--- config.mk ---
export PLATFORM = sky130hd
export DESIGN_NAME = pipeline_hazard_ctrl
export DESIGN_NICKNAME = d
export VERILOG_FILES = /design/src/rtl/ctrl_pkg.sv /design/src/rtl/sat_counter.sv /design/src/rtl/pipeline_hazard_ctrl.sv
export SDC_FILE = /design/constraint.sdc
export NUM_CORES = 1
export LEC_CHECK = 0
export ABC_CLOCK_PERIOD_IN_PS = 3500
export BUFFER_PORTS_ARGS = -buffer_cell sky130_fd_sc_hd__buf_2
export CAP_MARGIN = 10
export CORE_AREA = 2 2 78 80
export CTS_CLUSTER_DIAMETER = 50
export CTS_CLUSTER_SIZE = 20
export DETAILED_ROUTE_END_ITERATION = 8
export DIE_AREA = 0 0 80 82
export HOLD_SLACK_MARGIN = 0.15
export PLACE_DENSITY = 0.7
export SYNTH_ARGS = -nofsm -noshare
export SYNTH_HDL_FRONTEND = slang
export SYNTH_SLANG_ARGS = --single-unit
--- constraint.sdc ---
create_clock -name clk -period 3.5 [get_ports clk]
set_input_delay 0.175 -clock clk [delete_from_list [all_inputs] [get_ports clk]]
set_output_delay 0.175 -clock clk [all_outputs]
set_load 0.02 [all_outputs]
--- src/rtl/ctrl_pkg.sv ---
// rtl/ctrl_pkg.sv - shared types and defaults for the pipeline hazard controller
package ctrl_pkg;

  typedef enum logic [1:0] {
    RUN      = 2'd0,
    MEM_WAIT = 2'd1,
    ERROR    = 2'd2
  } state_e;

  localparam int DEF_MEM_TIMEOUT = 64;
  localparam int DEF_CNT_W       = 16;

endpackage

--- src/rtl/sat_counter.sv ---
// rtl/sat_counter.sv - saturating up-counter with synchronous active-high clear
module sat_counter #(
  parameter int W = 16
) (
  input  logic         clk,
  input  logic         reset,
  input  logic         inc,
  output logic [W-1:0] count
);

  logic [W-1:0] count_q, count_d;

  always_comb begin
    count_d = count_q;
    if (inc && (count_q != {W{1'b1}})) begin
      count_d = count_q + W'(1);
    end
  end

  always_ff @(posedge clk) begin
    if (reset) begin
      count_q <= '0;
    end else begin
      count_q <= count_d;
    end
  end

  assign count = count_q;

endmodule

--- src/rtl/pipeline_hazard_ctrl.sv ---
// rtl/pipeline_hazard_ctrl.sv - stall/flush sequencer for the 5-stage pipeline
// Control outputs are combinational; the pipeline registers sample them on the same edge.
module pipeline_hazard_ctrl
  import ctrl_pkg::*;
#(
  parameter int MEM_TIMEOUT = DEF_MEM_TIMEOUT,
  parameter int CNT_W       = DEF_CNT_W
) (
  input  logic             clk,
  input  logic             reset,
  input  logic [4:0]       IF_ID_Rs1,
  input  logic [4:0]       IF_ID_Rs2,
  input  logic             Uses_Rs1,
  input  logic             Uses_Rs2,
  input  logic             ID_EX_MemRead,
  input  logic [4:0]       ID_EX_Rd,
  input  logic             EX_Redirect,
  input  logic             EX_MEM_MemRead,
  input  logic             EX_MEM_MemWrite,
  input  logic             dmem_ready,
  output logic             PC_Write,
  output logic             IF_ID_Write,
  output logic             IF_ID_Flush,
  output logic             Control_Sig_Stall,
  output logic             ID_EX_Flush,
  output logic             EX_MEM_Hold,
  output logic             MEM_WB_Bubble,
  output logic             mem_timeout_err,
  output logic [CNT_W-1:0] stall_cnt,
  output logic [CNT_W-1:0] flush_cnt
);

  localparam int WAIT_W = $clog2(MEM_TIMEOUT + 1);

  state_e            state_q, state_d;
  logic [WAIT_W-1:0] wait_q, wait_d;
  logic              err_q, err_d;
  logic              mem_pending;
  logic              load_use;
  logic              flush_inc;
  logic              stall_inc;

  assign mem_pending = (EX_MEM_MemRead | EX_MEM_MemWrite) & ~dmem_ready;

  assign load_use = ID_EX_MemRead & (ID_EX_Rd != 5'd0) &
                    ((Uses_Rs1 & (IF_ID_Rs1 == ID_EX_Rd)) |
                     (Uses_Rs2 & (IF_ID_Rs2 == ID_EX_Rd)));

  // A frozen ID/EX keeps redirect/load-use asserted, so they resolve after release.
  always_comb begin
    PC_Write          = 1'b1;
    IF_ID_Write       = 1'b1;
    IF_ID_Flush       = 1'b0;
    Control_Sig_Stall = 1'b0;
    ID_EX_Flush       = 1'b0;
    EX_MEM_Hold       = 1'b0;
    MEM_WB_Bubble     = 1'b0;
    flush_inc         = 1'b0;
    if (reset) begin
      PC_Write      = 1'b0;
      IF_ID_Write   = 1'b0;
      IF_ID_Flush   = 1'b1;
      ID_EX_Flush   = 1'b1;
      MEM_WB_Bubble = 1'b1;
    end else if ((state_q == ERROR) || mem_pending) begin
      PC_Write          = 1'b0;
      IF_ID_Write       = 1'b0;
      Control_Sig_Stall = 1'b1;
      EX_MEM_Hold       = 1'b1;
      MEM_WB_Bubble     = 1'b1;
    end else if (EX_Redirect) begin
      IF_ID_Flush = 1'b1;
      ID_EX_Flush = 1'b1;
      flush_inc   = 1'b1;
    end else if (load_use) begin
      PC_Write    = 1'b0;
      IF_ID_Write = 1'b0;
      ID_EX_Flush = 1'b1;
    end
  end

  always_comb begin
    state_d = state_q;
    wait_d  = wait_q;
    err_d   = err_q;
    case (state_q)
      RUN: begin
        if (mem_pending) begin
          state_d = MEM_WAIT;
          wait_d  = WAIT_W'(1);
        end
      end
      MEM_WAIT: begin
        if (!mem_pending) begin
          state_d = RUN;
          wait_d  = '0;
        end else if (wait_q == WAIT_W'(MEM_TIMEOUT)) begin
          state_d = ERROR;
          err_d   = 1'b1;
        end else begin
          wait_d = wait_q + WAIT_W'(1);
        end
      end
      ERROR: begin
        state_d = ERROR;
      end
      default: begin
        state_d = RUN;
        wait_d  = '0;
      end
    endcase
  end

  always_ff @(posedge clk) begin
    if (reset) begin
      state_q <= RUN;
      wait_q  <= '0;
      err_q   <= 1'b0;
    end else begin
      state_q <= state_d;
      wait_q  <= wait_d;
      err_q   <= err_d;
    end
  end

  assign stall_inc       = ~PC_Write & ~reset;
  assign mem_timeout_err = err_q;

  sat_counter #(.W(CNT_W)) u_stall_cnt (
    .clk   (clk),
    .reset (reset),
    .inc   (stall_inc),
    .count (stall_cnt)
  );

  sat_counter #(.W(CNT_W)) u_flush_cnt (
    .clk   (clk),
    .reset (reset),
    .inc   (flush_inc),
    .count (flush_cnt)
  );

endmodule
==> flow_metrics.env, run 1 <==
export IMPL_wirelength_mm=4.89
export IMPL_crit_type="reg -> reg"
export IMPL_relSlewSlack_pct=38.5
export IMPL_finalHoldViolCount=0
export IMPL_grt_pass1_wl_mm=8.17
export IMPL_slew_violations=0
export IMPL_synth_area_top_cells="dfxtp_1 (38%), xnor2_1 (6.7%), xor2_1 (6.3%)"
export IMPL_p_total_mw=0.912
export IMPL_core_area_um2=5750
export IMPL_p_clk_share_pct=35.9
export IMPL_htreeDepth=2
export IMPL_grt_max_degree=38
export IMPL_sequentialPowerShare_pct=53.5
export IMPL_swShare_pct=25.4
export IMPL_synthToLayoutAreaGrowth_pct=20.1
export IMPL_synth_nets=283
export IMPL_clock_sinks=42
export IMPL_synthTopCellsByCount="dfxtp_1 (42), nor2_1 (35), nand2_1 (20), nand4_1 (17), xnor2_1 (17)"
export IMPL_synth_edf_count=0
export IMPL_p_comb_share_pct=10.6
export IMPL_die_y_um=82
export IMPL_num_antenna_cells=0
export IMPL_io_pins=64
export IMPL_critical_path_max_stage_delay_ns=0.44
export IMPL_die_w_um=80
export IMPL_p_leak_nw=1.07
export IMPL_grt_setup_unrepaired="false"
export IMPL_clockRootBuffer="clkbuf_8"
export IMPL_run_status="complete, no violations"
export IMPL_cts_resized=0
export IMPL_drive_gt1_share_pct=26.6
export IMPL_vias=2057
export IMPL_post_drt_wl_per_cell_um=12.4
export IMPL_drc=0
export IMPL_drt_pass1_iter_count=4
export IMPL_cp_required_ns=3.68
export IMPL_cts_tree="done"
export IMPL_clk_pin_slew_ns=0.08
export IMPL_synth_seq_cells=42
export IMPL_hp_class="in -> reg"
export IMPL_first_iter_violations=87
export IMPL_start_kind="flip-flop"
export IMPL_period_needed_ns=2.06
export IMPL_stdcell_count=394
export IMPL_clk_insertion_delay_late_ns=0.29
export IMPL_portBuffers=63
export IMPL_syn_inst=255
export IMPL_numCtsBuffers=5
export IMPL_path_cells="nand4_1, o41ai_2, a21oi_2, o21ai_2, nor2_2, mux2_4"
export IMPL_finalNetCount=346
export IMPL_synth_flop_cell="dfxtp_1"
export IMPL_cts_buffer_depth=2
export IMPL_antenna_found_initial=0
export IMPL_synthDominantCellAreaShare_pct=37.9
export IMPL_cp_slowest_cell="o41ai_2"
export IMPL_grt_overflow_total=0
export IMPL_yosys_warnings=0
export IMPL_powerDensity_nw_per_um2=342
export IMPL_synthMostInstantiatedCell="dfxtp_1"
export IMPL_syn_cell_area_um2=2220
export IMPL_num_rows=28
export IMPL_post_cts_buffers=0
export IMPL_cts_hold_buf=0
export IMPL_dp_hpwl_mm=3.70
export IMPL_yosys_area_top_type="dfxtp_1"
export IMPL_synth_async_reset_ratio_pct=0
export IMPL_dieArea_um2=6560
export IMPL_place_inst=386
export IMPL_syn_avg_cell_area_um2=8.69
export IMPL_synth_cell_types=45
export IMPL_place_congestion=0.751
export IMPL_grt_pass1_vias=1853
export IMPL_p_int_mw=0.680
export IMPL_arrival_ns=2.25
export IMPL_via_per_inst=5.22
export IMPL_fin_skew_ns=0.00678
export IMPL_holdWs_ns=0.223
export IMPL_drtAntennaViolNets=0
export IMPL_p_switching_mw=0.232
export IMPL_critPathCaptureType="flip-flop"
export IMPL_path_max_fanout=24
export IMPL_drv_cap=0
export IMPL_start_util_pct=38.6
export IMPL_max_slew_worst_pin_slew_ns=0.922
export IMPL_tns_ns=0
export IMPL_grt_use_total_pct=15.7
export IMPL_fin_crit_sh_pct=59.0
export IMPL_ir_worst_vdd_uv=129
export IMPL_ys_seq_area_share_pct=37.9
export IMPL_final_core_util_pct=46.4
export IMPL_clock_fmax_mhz=484
export IMPL_finalSetupViolations=0
==> layer usage <==
layer  global-route usage, %  vias to the layer above  wire length (um)
li1                        -                     1036                 -
met1                    19.8                      958              2260
met2                    25.6                       55              2250
met3                    3.52                        8               292
met4                    7.12                        0                82
met5                       0                        -                 0
==> layout make-up <==
type / count / area (um^2)
tap: 75 / 93.8
timing repair buffer: 64 / 323
sequential: 42 / 841
clock buffer: 7 / 86.3
multi-input combinational: 197 / 1280
clock inverter: 1 / 5.00
fill: 588 / 3080
inverter: 8 / 30.0
==> cell usage in the layout, fill, tap and decap left out, types with 2 or more instances in the layout <==
cell	Yosys	routed
o311ai_0	2	2
mux2i_1	4	4
o21ai_0	2	2
a21oi_1	14	14
xnor2_1	17	17
or3_1	2	2
nand3_1	14	14
or4_1	6	6
o21ai_2	3	3
nor2_1	35	35
o31ai_1	6	6
buf_2	0	63
mux2_4	2	2
ha_1	4	4
and3_1	5	5
inv_1	7	7
nor4_1	3	3
o211ai_1	3	3
and4_1	2	2
nor2b_1	3	3
clkbuf_8	0	6
nand4_1	17	17
xor2_1	16	16
dfxtp_1	42	42
o41ai_1	2	2
nand2_1	20	20
==> sequential cells by signal, summed over array words and instances, names as in the netlist <==
register	count
u_flush_cnt.count	16
u_stall_cnt.count	16
wait_q	7
state_q	2
mem_timeout_err	1
==> path summary, 6_finish.rpt <==
check	start	to	slack [ns]	depth (start not counted)
min	dmem_ready	state_q[0]	0.22	3
max reg2reg	u_stall_cnt.count[6]	u_stall_cnt.count[5]	1.44	6
min reg2reg	mem_timeout_err	mem_timeout_err	0.48	2
max	u_stall_cnt.count[6]	u_stall_cnt.count[5]	1.44	6
==> power groups by stage <==
stage	Clock [mW]	Sequential (mW)	Combinational (mW)
after floorplan	0	0.501	0.0650
after global placement	0	0.499	0.0958
after detailed placement	0	0.500	0.0975
after CTS	0.337	0.488	0.0978
after global routing	0.354	0.489	0.107
final	0.327	0.488	0.0965
==> logic make-up (layout without fill, tap and decap cells) <==
| kind of cell | after synthesis | after routing | synth area share [%] |
|---|---|---|---|
| xor gates and xnor gates | 33 | 33 | 13.0 |
| AOI/OAI and AO/OA | 40 | 40 | 13.1 |
| muxes | 6 | 6 | 3.16 |
| DFF | 42 | 42 | 37.9 |
| and+or+nand+nor | 114 | 114 | 26.4 |
| buffers and inverters | 16 | 80 | 4.12 |
| adders and majority gates | 4 | 4 | 2.26 |
==> critical path: cells and delay by family (launching register included) <==
| kind | cells | cell delay, ns |
|---|---|---|
| flops | 1 | 0.42 |
| mux | 1 | 0.32 |
| compound gates | 3 | 0.87 |
| simple gates | 2 | 0.34 |
==> through the flow <==
step	setup WS [ns]	area (um^2)
3_3_place_gp	1.48	2570
5_1_grt	1.22	2660
4_1_cts	1.43	2660
2_1_floorplan	1.58	2220
6_report	1.44	2660
3_5_place_dp	1.45	2570
Note: power is estimated with default switching activity, not from simulation.
==> run 2: changes to the inputs <==
- ABC_AREA: unset -> 1
- ABC_CLOCK_PERIOD_IN_PS: 3500 -> 1800
- CORE_AREA: 2 2 78 80 -> 2 2 85 87
- DIE_AREA: 0 0 80 82 -> 0 0 87 89
- clock period: 3.5 -> 1.8 ns (I/O delays scaled with it)
==> run 2 against run 1 <==
Compared with the run above: setup slack worse by 1.4 ns; clock power is 120% higher; first-iteration DRC count is 32% higher; cell area is 21% higher; global-route usage is 2.0 points higher; count of clock-buffer cells in the layout is 1 higher; non-clock buffer count is 13 higher; clock skew is 0.0032 ns lower; largest cell class unchanged.
==> flow_metrics.env, run 2 <==
export IMPL_run_status="complete, no violations"
export IMPL_wirelength_mm=6.59
export IMPL_grt_setup_unrepaired="true"
export IMPL_crit_type="in -> out"
export IMPL_drv_cap=0
export IMPL_slew_violations=0
export IMPL_period_needed_ns=1.72
export IMPL_synthMostInstantiatedCell="nand2_1"
export IMPL_finalHoldViolCount=0
export IMPL_mostFrequentLayoutCell="nand2_1"
export IMPL_stdcell_area_um2=3210
export IMPL_grt_use_total_pct=17.7
export IMPL_drtAntennaViolNets=0
export IMPL_max_slew_worst_pin_slew_ns=0.420
export IMPL_grt_pass1_wl_mm=11.1
export IMPL_first_iter_violations=115
export IMPL_busiest_layer="met2"
export IMPL_io_pins=64
export IMPL_arrival_ns=1.63
export IMPL_path_cells="dlygate4sd3_1, buf_2, nor2_4, nor2_4, nand2_2, nand2_1, nand2_1, inv_1, buf_2"
export IMPL_synth_nets=436
export IMPL_finalNetCount=508
export IMPL_core_area_um2=6720
export IMPL_preCtsSetupSlack_ns=0.156
export IMPL_vias=2829
export IMPL_num_rows=30
export IMPL_grt_use_met3_pct=3.23
export IMPL_num_antenna_cells=0
export IMPL_relSlewSlack_pct=71.9
export IMPL_hp_class="in -> reg"
export IMPL_synth_cell_types=31
export IMPL_stdcell_count=561
export IMPL_clock_fmax_mhz=580
export IMPL_fin_crit_sh_pct=95.7
export IMPL_syn_cell_area_um2=2640
export IMPL_critical_path_buf_inv_count=4
export IMPL_path_max_fanout=11
export IMPL_cp_depth=9
export IMPL_syn_avg_cell_area_um2=6.48
export IMPL_numCtsBuffers=5
export IMPL_start_kind="primary input"
export IMPL_min_path_cells=5
export IMPL_seq_area_um2=841
export IMPL_synthToLayoutAreaGrowth_pct=21.6
export IMPL_use_met2_pct=28.9
export IMPL_met1_usage_pct=22.6
export IMPL_grt_overflow_total=0
export IMPL_cp_required_ns=1.71
export IMPL_yosys_area_top_type="dfxtp_1"
export IMPL_critPathTopFamily="buffers and inverters"
export IMPL_drive_gt1_share_pct=22.2
export IMPL_start_util_pct=39.3
export IMPL_synth_edf_count=0
export IMPL_place_congestion=0.897
export IMPL_ys_seq_area_share_pct=31.8
export IMPL_clk_insertion_delay_late_ns=0.30
export IMPL_synth_area_top_cells="dfxtp_1 (32%), nand2_1 (15%), nand3_1 (7.4%)"
export IMPL_p_leak_nw=1.39
export IMPL_dieArea_um2=7740
export IMPL_final_core_util_pct=47.8
export IMPL_post_drt_wl_per_cell_um=11.8
export IMPL_synth_seq_cells=42
export IMPL_clock_sinks=42
export IMPL_htreeDepth=2
export IMPL_syn_inst=408
export IMPL_post_cts_buffers=0
export IMPL_portBuffers=63
export IMPL_synth_flop_cell="dfxtp_1"
export IMPL_clk_pin_slew_ns=0.08
export IMPL_grt_max_degree=26
export IMPL_holdWs_ns=0.280
export IMPL_synthDominantCellAreaShare_pct=31.8
export IMPL_clockRootBuffer="clkbuf_8"
export IMPL_critical_path_max_stage_delay_ns=0.53
export IMPL_multi_input_area_um2=1540
export IMPL_p_total_mw=1.92
export IMPL_final_fill_count=685
export IMPL_tns_ns=0
export IMPL_fin_ws_ns=0.0773
export IMPL_powerDensity_nw_per_um2=599
export IMPL_r2r_cells=8
export IMPL_drc=0
export IMPL_synthTopCellsByCount="nand2_1 (105), nor2_1 (44), inv_1 (43), dfxtp_1 (42), nand3_1 (39)"
export IMPL_drt_pass1_iter_count=4
export IMPL_placed_area_um2=3070
export IMPL_die_w_um=87
export IMPL_antenna_found_initial=0
export IMPL_via_per_inst=5.04
export IMPL_dp_hpwl_mm=5.01
export IMPL_yosys_warnings=0
export IMPL_synth_async_reset_ratio_pct=0
export IMPL_cts_buffer_depth=2
export IMPL_cp_slowest_cell="dlygate4sd3_1"
export IMPL_final_cell_mix="nand2_1 (105), buf_2 (63), nor2_1 (44)"
export IMPL_ir_worst_vdd_uv=376
export IMPL_cts_tree="done"
export IMPL_finalSetupViolations=0
export IMPL_grt_pass1_vias=2623
export IMPL_die_y_um=89
export IMPL_critPathCaptureType="output pin"
export IMPL_fin_skew_ns=0.00356
export IMPL_place_inst=550
==> run 2: cell count changes after synthesis, moves of 9 or more <==
cell / previous run / this run
a21oi_1: 14 / 33
inv_1: 7 / 43
nand2_1: 20 / 105
nand3_1: 14 / 39
nor2_1: 35 / 44
nor3_1: 0 / 11
xnor2_1: 17 / 3
==> run 2: what timing repair did <==
action,4_1_cts,5_1_grt
hold buffers,3,0
endpoints found under the setup margin,0,4
endpoints found under the hold margin,6,0
gates resized for setup,0,2
==> run 2: per-layer routing <==
| layer | up-vias | part of all wire [%] |
|---|---|---|
| met4 | 0 | 3.0 |
| met3 | 18 | 5.2 |
| li1 | 1453 | - |
| met1 | 1271 | 46 |
| met5 | - | 0 |
| met2 | 87 | 46 |
==> run 2: final timing paths <==
path / slack [ns] / from / endpoint
max: 0.08 / dmem_ready / IF_ID_Write
min: 0.28 / EX_MEM_MemRead / wait_q[5]
max reg2reg: 0.15 / u_stall_cnt.count[0] / u_stall_cnt.count[4]
min reg2reg: 0.48 / mem_timeout_err / mem_timeout_err
==> run 2: power by group <==
group | switching (mW) | internal (mW)
Sequential | 0.00894 | 0.938
Clock | 0.338 | 0.388
Combinational | 0.162 | 0.0893
==> run 2: cell type report <==
| cell class | instances | share of cell area (%) |
|---|---|---|
| tap | 80 | 3.11 |
| sequential | 42 | 26.2 |
| inverter | 51 | 6.03 |
| clock buffer | 8 | 3.43 |
| timing repair buffer | 77 | 13.3 |
| multi-input combinational | 303 | 48.0 |
==> run 2: logic make-up (layout without fill, tap and decap cells) <==
logic type / count (synthesis) / in the layout / synth area share [%]
buffers and inverters: 63 / 136 / 10.0
AND/OR/NAND/NOR: 227 / 227 / 38.4
adder cells (fa/ha/maj): 4 / 4 / 1.89
XOR/XNOR: 23 / 23 / 7.62
flip-flops: 42 / 42 / 31.8
AO/OA/AOI/OAI: 49 / 49 / 10.2
==> run 2: tightest hold or removal path, cell delays in order <==
cell and delay (ns):
buf_2 0.10, nor2_2 0.14, nor2_4 0.08, nand3_1 0.07, a21oi_1 0.05
==> run 3: changes to the inputs <==
- CORE_AREA: 2 2 85 87 -> 2 2 90 92
- DIE_AREA: 0 0 87 89 -> 0 0 92 94
- PLACE_DENSITY: 0.7 -> 0.65
==> run 3 against run 2 <==
Compared with the run above: global-route usage is 1.8 points lower; clock skew grew 0.0059 ns; utilization is 5.2 points lower; hold slack lost 0.087 ns; largest power group unchanged; highest routed layer unchanged.
==> flow_metrics.env, run 3 (synthesis results as in run 2) <==
export IMPL_vias=2845
export IMPL_relSlewSlack_pct=71.7
export IMPL_fin_crit_sh_pct=94.0
export IMPL_critPathCaptureType="output pin"
export IMPL_cp_slowest_cell="dlygate4sd3_1"
export IMPL_die_w_um=92
export IMPL_start_util_pct=34.7
export IMPL_tns_ns=0
export IMPL_worstHoldStart="reset"
export IMPL_holdWs_ns=0.193
export IMPL_drv_cap=0
export IMPL_r2r_cells=8
export IMPL_max_slew_worst_pin_slew_ns=0.423
export IMPL_grt_use_total_pct=15.9
export IMPL_cts_buffer_depth=2
export IMPL_path_cells="dlygate4sd3_1, buf_2, nor2_4, nor2_4, buf_4, nand2_4, nand2_1, nand2_1, inv_1, buf_2"
export IMPL_final_fill_count=793
export IMPL_core_area_um2=7610
export IMPL_post_drt_wl_per_cell_um=11.7
export IMPL_crit_type="in -> out"
export IMPL_p_leak_nw=1.38
export IMPL_clock_fmax_mhz=591
export IMPL_fin_skew_ns=0.00942
export IMPL_numCtsBuffers=5
export IMPL_drtAntennaViolNets=0
export IMPL_via_per_inst=4.87
export IMPL_drt_pass1_iter_count=4
export IMPL_r2r_slack_ns=0.15
export IMPL_first_iter_violations=162
export IMPL_critPathTopFamily="buffers and inverters"
export IMPL_finalSetupViolations=0
export IMPL_mostFrequentLayoutCell="nand2_1"
export IMPL_grt_overflow_total=0
export IMPL_die_y_um=94
export IMPL_dp_hpwl_mm=5.23
export IMPL_io_pins=64
export IMPL_slew_violations=0
export IMPL_path_max_fanout=8
export IMPL_clk_pin_slew_ns=0.08
export IMPL_period_needed_ns=1.69
export IMPL_dieArea_um2=8650
export IMPL_synthToLayoutAreaGrowth_pct=22.7
export IMPL_finalNetCount=509
export IMPL_drc=0
export IMPL_clk_insertion_delay_late_ns=0.30
export IMPL_grt_pass1_vias=2618
export IMPL_grt_setup_unrepaired="false"
export IMPL_critical_path_buf_inv_count=5
export IMPL_min_path_cells=2
export IMPL_place_congestion=0.872
export IMPL_ir_worst_vdd_uv=251
export IMPL_min_to="u_stall_cnt.count[13]"
export IMPL_arrival_ns=1.60
export IMPL_clock_sinks=42
export IMPL_cp_required_ns=1.71
export IMPL_critPathLaunch="dmem_ready"
export IMPL_grt_pass1_wl_mm=11.4
export IMPL_reg2reg_from="u_stall_cnt.count[0]"
export IMPL_r2r_end="u_stall_cnt.count[7]"
export IMPL_start_kind="primary input"
export IMPL_critical_path_max_stage_delay_ns=0.52
export IMPL_post_cts_buffers=0
export IMPL_htreeDepth=2
export IMPL_drive_gt1_share_pct=22.6
export IMPL_wirelength_mm=6.83
export IMPL_num_rows=32
export IMPL_final_core_util_pct=42.6
export IMPL_run_status="complete, no violations"
export IMPL_antenna_found_initial=0
export IMPL_cts_tree="done"
export IMPL_portBuffers=63
export IMPL_clockRootBuffer="clkbuf_8"
export IMPL_p_total_mw=1.84
export IMPL_powerDensity_nw_per_um2=568
export IMPL_grt_max_degree=20
export IMPL_num_antenna_cells=0
export IMPL_final_cell_mix="nand2_1 (105), buf_2 (63), nor2_1 (44)"
export IMPL_finalHoldViolCount=0
export IMPL_hp_class="in -> reg"
run 3: changes by cell type in the layout (fill, tap and decap cells not counted):
cell and change:
ha_1 -1, clkbuf_1 +1, ha_2 +1, clkinv_2 +1, clkbuf_8 -2, dlygate4sd3_1 -1, buf_12 +1, buf_4 +1
run 3: worst max-delay path by stage:
stage / endpoint / cells past startpoint
after CTS: IF_ID_Write / 10
after global placement: u_stall_cnt.count[15] / 8
after detailed placement: u_stall_cnt.count[15] / 8
final: IF_ID_Write / 10
after global routing: u_flush_cnt.count[2] / 9
after floorplan: u_stall_cnt.count[11] / 9
run 3: power breakdown:
part | switching (mW) | internal (mW) | leakage [nW]
Sequential | 0.0102 | 0.938 | 0.339
Clock | 0.324 | 0.310 | 0.0482
Combinational | 0.164 | 0.0955 | 0.996
run 3: layer usage:
layer | vias to the layer above | part of all wire [%] | wire length (um) | GRT usage (%)
li1 | 1449 | - | - | -
met1 | 1308 | 47 | 3190 | 19.7
met2 | 78 | 48 | 3250 | 28.4
met3 | 10 | 4.6 | 314 | 2.81
met4 | 0 | 1.1 | 72 | 4.35
met5 | - | 0 | 0 | 0
run 3: cell type report:
type	count	area [um^2]	area share, %
multi-input combinational	303	1540	47.6
sequential	42	841	25.9
timing repair buffer	78	445	13.7
inverter	51	194	5.98
tap	102	128	3.94
clock buffer	7	86.3	2.66
clock inverter	1	5.00	0.154
run 3: through the flow:
step | instance area, um^2 | setup slack (ns) | cells
after CTS | 3230 | 0.0281 | 584
after global placement | 3120 | 0.211 | 574
after global routing | 3240 | 0.00586 | 584
final | 3240 | 0.108 | 584
after detailed placement | 3120 | 0.121 | 574
after floorplan | 2640 | 0.0797 | 408
run 3: repair_timing:
action	4_1_cts	5_1_grt
endpoints found under the hold margin	3	0
endpoints found under the setup margin	0	4
resized for setup	0	3
hold buffers	2	0
run 3: worst register-to-register path: cells and delay by family (launching register included):
family	cells	cell delay, ns
simple gates	4	0.42
compound gates	2	0.38
flops	1	0.36
fa+ha+maj	1	0.23
buf+inv	1	0.20
